**src/rtl/rom_fetch_arbiter.sv**
```systemverilog
// ROM sequencer: PC-driven fetch into a prefetch FIFO, round-robin shared with a debug read port.
// Optional: MISALIGN_TRAP_EN traps misaligned redirects into a sticky err flag.
module rom_fetch_arbiter #(
  parameter int AW    = 9,
  parameter int DW    = 32,
  parameter int DEPTH = 2
) (
  input  logic          clk,
  input  logic          reset,
  input  logic          start,
  input  logic          stop,
  input  logic          redirect_en,
  input  logic [AW-1:0] redirect_pc,
  output logic [AW-1:0] rom_addr,
  input  logic [DW-1:0] rom_data,
  output logic          if_valid,
  output logic [DW-1:0] if_instr,
  output logic [AW-1:0] if_pc,
  input  logic          if_ready,
  input  logic          dbg_req,
  input  logic [AW-1:0] dbg_addr,
  output logic          dbg_gnt,
  output logic [DW-1:0] dbg_data,
  output logic          busy,
  output logic          err
);

  localparam int PW = (DEPTH > 1) ? $clog2(DEPTH) : 1;
  localparam int CW = $clog2(DEPTH + 1);

  typedef enum logic {IDLE, RUN} st_t;

  typedef struct packed {
    logic [AW-1:0] pc;
    logic [DW-1:0] instr;
  } fq_t;

  st_t           state;
  st_t           state_nx;
  logic [AW-1:0] pc;
  fq_t           mem [DEPTH];
  logic [PW-1:0] wp;
  logic [PW-1:0] rp;
  logic [CW-1:0] count;
  logic          last_dbg;
  logic          misalign;
  logic          pop;
  logic          flush;
  logic          fetch_want;
  logic          fetch_gnt;
  logic          dbg_ok;
  logic          dbg_take;
  logic          unused_bits;

  assign unused_bits = ^{redirect_pc[1:0], dbg_addr[1:0]};

`ifdef MISALIGN_TRAP_EN
  assign misalign = redirect_en & (|redirect_pc[1:0]);
`else
  assign misalign = 1'b0;
`endif

  always_ff @(posedge clk) begin
    if (reset) state <= IDLE;
    else       state <= state_nx;
  end

  always_comb begin
    state_nx = state;
    unique case (state)
      IDLE: if (!misalign && start && !stop) state_nx = RUN;
      RUN:  if (stop || misalign) state_nx = IDLE;
      default: state_nx = IDLE;
    endcase
  end

  always_comb begin
    busy = (state == RUN);
  end

  assign if_valid = (count != '0);
  assign if_instr = if_valid ? mem[rp].instr : '0;
  assign if_pc    = if_valid ? mem[rp].pc : '0;
  assign pop      = if_valid & if_ready;
  assign flush    = redirect_en | (busy & stop);
  assign dbg_ok   = dbg_req & ~reset;

  assign fetch_want = busy & ~reset & ~redirect_en & ~stop
                    & ((count < CW'(DEPTH)) | pop);

  // Contention goes to whichever side did not win last time.
  always_comb begin
    fetch_gnt = 1'b0;
    dbg_take  = 1'b0;
    unique case (1'b1)
      (fetch_want & dbg_ok): begin
        fetch_gnt = last_dbg;
        dbg_take  = ~last_dbg;
      end
      (fetch_want & ~dbg_ok): fetch_gnt = 1'b1;
      (~fetch_want & dbg_ok): dbg_take  = 1'b1;
      default: ;
    endcase
  end

  assign rom_addr = dbg_take ? {dbg_addr[AW-1:2], 2'b00} : pc;

  always_ff @(posedge clk) begin
    if (fetch_gnt && !reset) mem[wp] <= '{pc: pc, instr: rom_data};
  end

  always_ff @(posedge clk) begin
    if (reset) begin
      pc       <= '0;
      wp       <= '0;
      rp       <= '0;
      count    <= '0;
      last_dbg <= 1'b0;
      dbg_gnt  <= 1'b0;
      dbg_data <= '0;
    end else begin
      dbg_gnt <= dbg_take;
      if (dbg_take) dbg_data <= rom_data;
      if (fetch_gnt || dbg_take) last_dbg <= dbg_take;
      if (redirect_en && !misalign) pc <= {redirect_pc[AW-1:2], 2'b00};
      else if (fetch_gnt)           pc <= pc + AW'(4);
      if (flush) begin
        wp    <= '0;
        rp    <= '0;
        count <= '0;
      end else begin
        if (fetch_gnt) wp <= wp + 1'b1;
        if (pop)       rp <= rp + 1'b1;
        count <= count + CW'(fetch_gnt) - CW'(pop);
      end
    end
  end

`ifdef MISALIGN_TRAP_EN
  always_ff @(posedge clk) begin
    if (reset)         err <= 1'b0;
    else if (misalign) err <= 1'b1;
  end
`else
  assign err = 1'b0;
`endif

endmodule

```
**config.mk**
```make
export PLATFORM = sky130hd
export DESIGN_NAME = rom_fetch_arbiter
export DESIGN_NICKNAME = d
export VERILOG_FILES = /design/src/rtl/rom_fetch_arbiter.sv
export SDC_FILE = /design/constraint.sdc
export NUM_CORES = 1
export LEC_CHECK = 0
export ABC_AREA = 1
export BUFFER_PORTS_ARGS = -buffer_cell sky130_fd_sc_hd__buf_2
export CAP_MARGIN = 20
export CORE_MARGIN = 1
export CORE_UTILIZATION = 52
export CTS_CLUSTER_SIZE = 40
export DETAILED_ROUTE_END_ITERATION = 8
export PLACE_DENSITY = 0.83
export REMOVE_ABC_BUFFERS = 1
export SYNTH_ARGS = -nofsm -noshare
export SYNTH_HDL_FRONTEND = slang
export SYNTH_SLANG_ARGS = --single-unit
```
**constraint.sdc**
```tcl
create_clock -name clk -period 3.4 [get_ports clk]
set_input_delay 0.34 -clock clk [delete_from_list [all_inputs] [get_ports clk]]
set_output_delay 0.34 -clock clk [all_outputs]
set_load 0.02 [all_outputs]
```
==> impl_metrics.tcl <==
set metrics [dict create \
    outcome "completed" \
    ios 143 \
    yosysTopAreaCellShare_pct 46.2 \
    switching_power_mw 0.837 \
    firstDrtPassIters 4 \
    clock_latency_ns 0.52 \
    r2r-end "count[1]" \
    grt_use_total_pct 23.3 \
    hp-start "rom_data[12]" \
    post-cts-setup-buffers 0 \
    final_core_util_pct 68.4 \
    cpMaxStageDelayCell "inv_2" \
    core_region_area_um2 9330 \
    p_sw_share_pct 22.6 \
    dpl_worst_slack_ns 0.703 \
    p_clk_share_pct 48.4 \
    tightestPinTransition_ns 0.738 \
    crit_chain "nand2_1 > nand2_2 > o21ai_4 > inv_2 > nand2_1 > o21ai_1 > buf_2" \
    syn_avg_cell_area_um2 10.3 \
    netlist-cell-type-count 29 \
    rsz0062_at_grt "no" \
    slew_headroom_pct 50.8 \
    antenna_found_initial 0 \
    required_ns 3.06 \
    crit_path_end_kind "primary output" \
    dpl.cell_count 732 \
    r2r_start "busy" \
    path_class "reg -> out" \
    dp_hpwl_um 7100 \
    drv_cap 0 \
    clock-sinks 125 \
    grt_first_pass_wirelength_um 17500 \
    clk_pin_slew_ns 0.06 \
    drc 0 \
    cts_hold_buf 0 \
    dieArea_um2 10100 \
    ys_seq_elements 125 \
    startpoint "count[1]" \
    finalMaxSlewViolations 0 \
    wl_um 11200 \
    cp_num_buf_inv 2 \
    h-tree-depth 4 \
    startpoint_type "flop" \
    synthFlopType "edfxtp_1" \
    cp.depth 7 \
    drt-initial-drc-count 187 \
    cp-endpoint "rom_addr[7]" \
    crit_top_cell "nand2_1" \
    antenna_cells_inserted 0 \
    ys_warn_count 0 \
    grt-ovfl-total 0 \
    crit_arrival_ns 2.25 \
    die_h_um 101 \
    synth-edff-count 78 \
    setup_ws_ns 0.809 \
    synth_area_um2 5060 \
    syn2layout_area_growth_pct 25.9 \
    grt_pass1_vias 3743 \
    ys_async_sr_fraction_pct 0 \
    syn_inst 491 \
    pwr-share-comb_pct 6.2 \
    fillers 710 \
    nets 682 \
    tns_ns 0 \
    final_layout_size_suffix_gt1_share_pct 32.4 \
    clock_skew_ns 0.0110 \
    grt_max_degree 43 \
    std_cell_rows 35 \
    vias 3895 \
    port-buffer-count 133 \
    timing.fmax_ghz 0.386 \
    clk_path_buf_depth 2 \
    ir_drop_v 0.000344 \
    powerDensity_nw_per_um2 580 \
    setup_viol 0 \
    vias_per_cell 5.10 \
    cts_resized 0 \
    r2r_slack_ns 1.26 \
    synth_area_leaders "edfxtp_1, dfxtp_1, nand2_1" \
    place.gp.congestion 0.850 \
    seqPwrFrac_pct 45.4 \
    start_util_pct 54.3 \
    wl_per_cell_um 14.7 \
    finalCritPeriodShare_pct 76.2 \
    die_w_um 101 \
    ys_seq_area_share_pct 64.8 \
    p_int_mw 2.86 \
    cts-root-buf "clkbuf_8" \
    ff_latch_area_um2 3280 \
    period_minus_slack_ns 2.59 \
    cts-buffers-inserted 17 \
    r2r.worst_path.cells 9 \
    leakage_nw 2.88 \
    synth_area_leader_cell "edfxtp_1" \
    cp_max_fo 42 \
    yosysMostFrequentCell "nand2_1" \
    min_path_type "in -> reg" \
    path_delay_family "buffers and inverters" \
    cts_tree "built" \
    hold_viol 0 \
    ant_nets 0 \
    synth_common_cells "nand2_1, edfxtp_1, a21oi_1, dfxtp_1, nand3_1" \
    final_cells 764 \
    multi_input_area_um2 1540 \
    max_stage_delay_ns 0.53 \
]
## logic make-up after synthesis
| kind of cell | Yosys count | share of synthesized area, % |
|---|---|---|
| other | 1 | 0.0740 |
| adder cells (fa/ha/maj) | 3 | 0.741 |
| buffers and inverters | 49 | 5.46 |
| flip-flops | 125 | 64.8 |
| XOR/XNOR | 5 | 0.865 |
| AO/OA/AOI/OAI | 56 | 5.90 |
| AND/OR/NAND/NOR | 252 | 22.1 |
## sequential cells by signal (all words and copies together), names as in the netlist, named ones only
signal,cells
rp,1
mem,78
wp,1
dbg_data,32
count,2
last_dbg,1
busy,1
pc,7
dbg_gnt,1
## per-stage QoR
step | hold slack [ns] | area [µm²] | total power [mW]
2_1_floorplan | 0.409 | 4870 | 1.83
3_3_place_gp | 0.445 | 5780 | 1.92
3_5_place_dp | 0.453 | 5780 | 1.94
4_1_cts | 0.00399 | 6380 | 3.72
5_1_grt | 0.00296 | 6380 | 3.81
6_report | 0.0234 | 6380 | 3.70
## routing by layer
layer	routed length [µm]	track usage, %	up-vias
met5	0	0	-
met4	145	9.36	0
met3	648	6.17	15
met2	5730	40.4	168
met1	4670	27.4	1823
li1	-	-	1889
## layout by cell type (no fill, tap or decap), drive strengths merged
cell type / count
a21oi: 48
buf: 140
bufinv: 3
clkbuf: 18
clkinv: 7
clkinvlp: 3
conb: 5
dfxtp: 47
edfxtp: 78
ha: 3
inv: 18
nand2: 193
nand3: 44
nand4: 1
nor2: 13
o211ai: 1
o21ai: 7
or2: 1
xnor2: 2
xor2: 3
## how the worst min path moves through the flow
stage / to / slack, ns / cells past startpoint
floorplan: last_dbg / 0.41 / 1
global placement: dbg_data[0] / 0.44 / 2
detailed placement: dbg_data[26] / 0.45 / 2
CTS: mem[0][12] / 0.004 / 1
global route: mem[1][16] / 0.003 / 1
finish: mem[1][12] / 0.02 / 1
## final cells by class
cell class,count,area share (%)
multi-input combinational,321,24.1
clock inverter,14,2.63
timing repair buffer,140,11.5
inverter,17,1.10
sequential,125,51.5
clock buffer,18,6.71
tap,129,2.53
## power by group through the flow
stage          Combinational [mW]  Clock, mW  Sequential, mW
2_1_floorplan              0.0925          0            1.74
3_3_place_gp                0.221          0            1.70
3_5_place_dp                0.230          0            1.71
4_1_cts                     0.232       1.81            1.68
5_1_grt                     0.252       1.88            1.68
6_report                    0.231       1.79            1.68
Note: power is estimated with default switching activity, not from simulation.
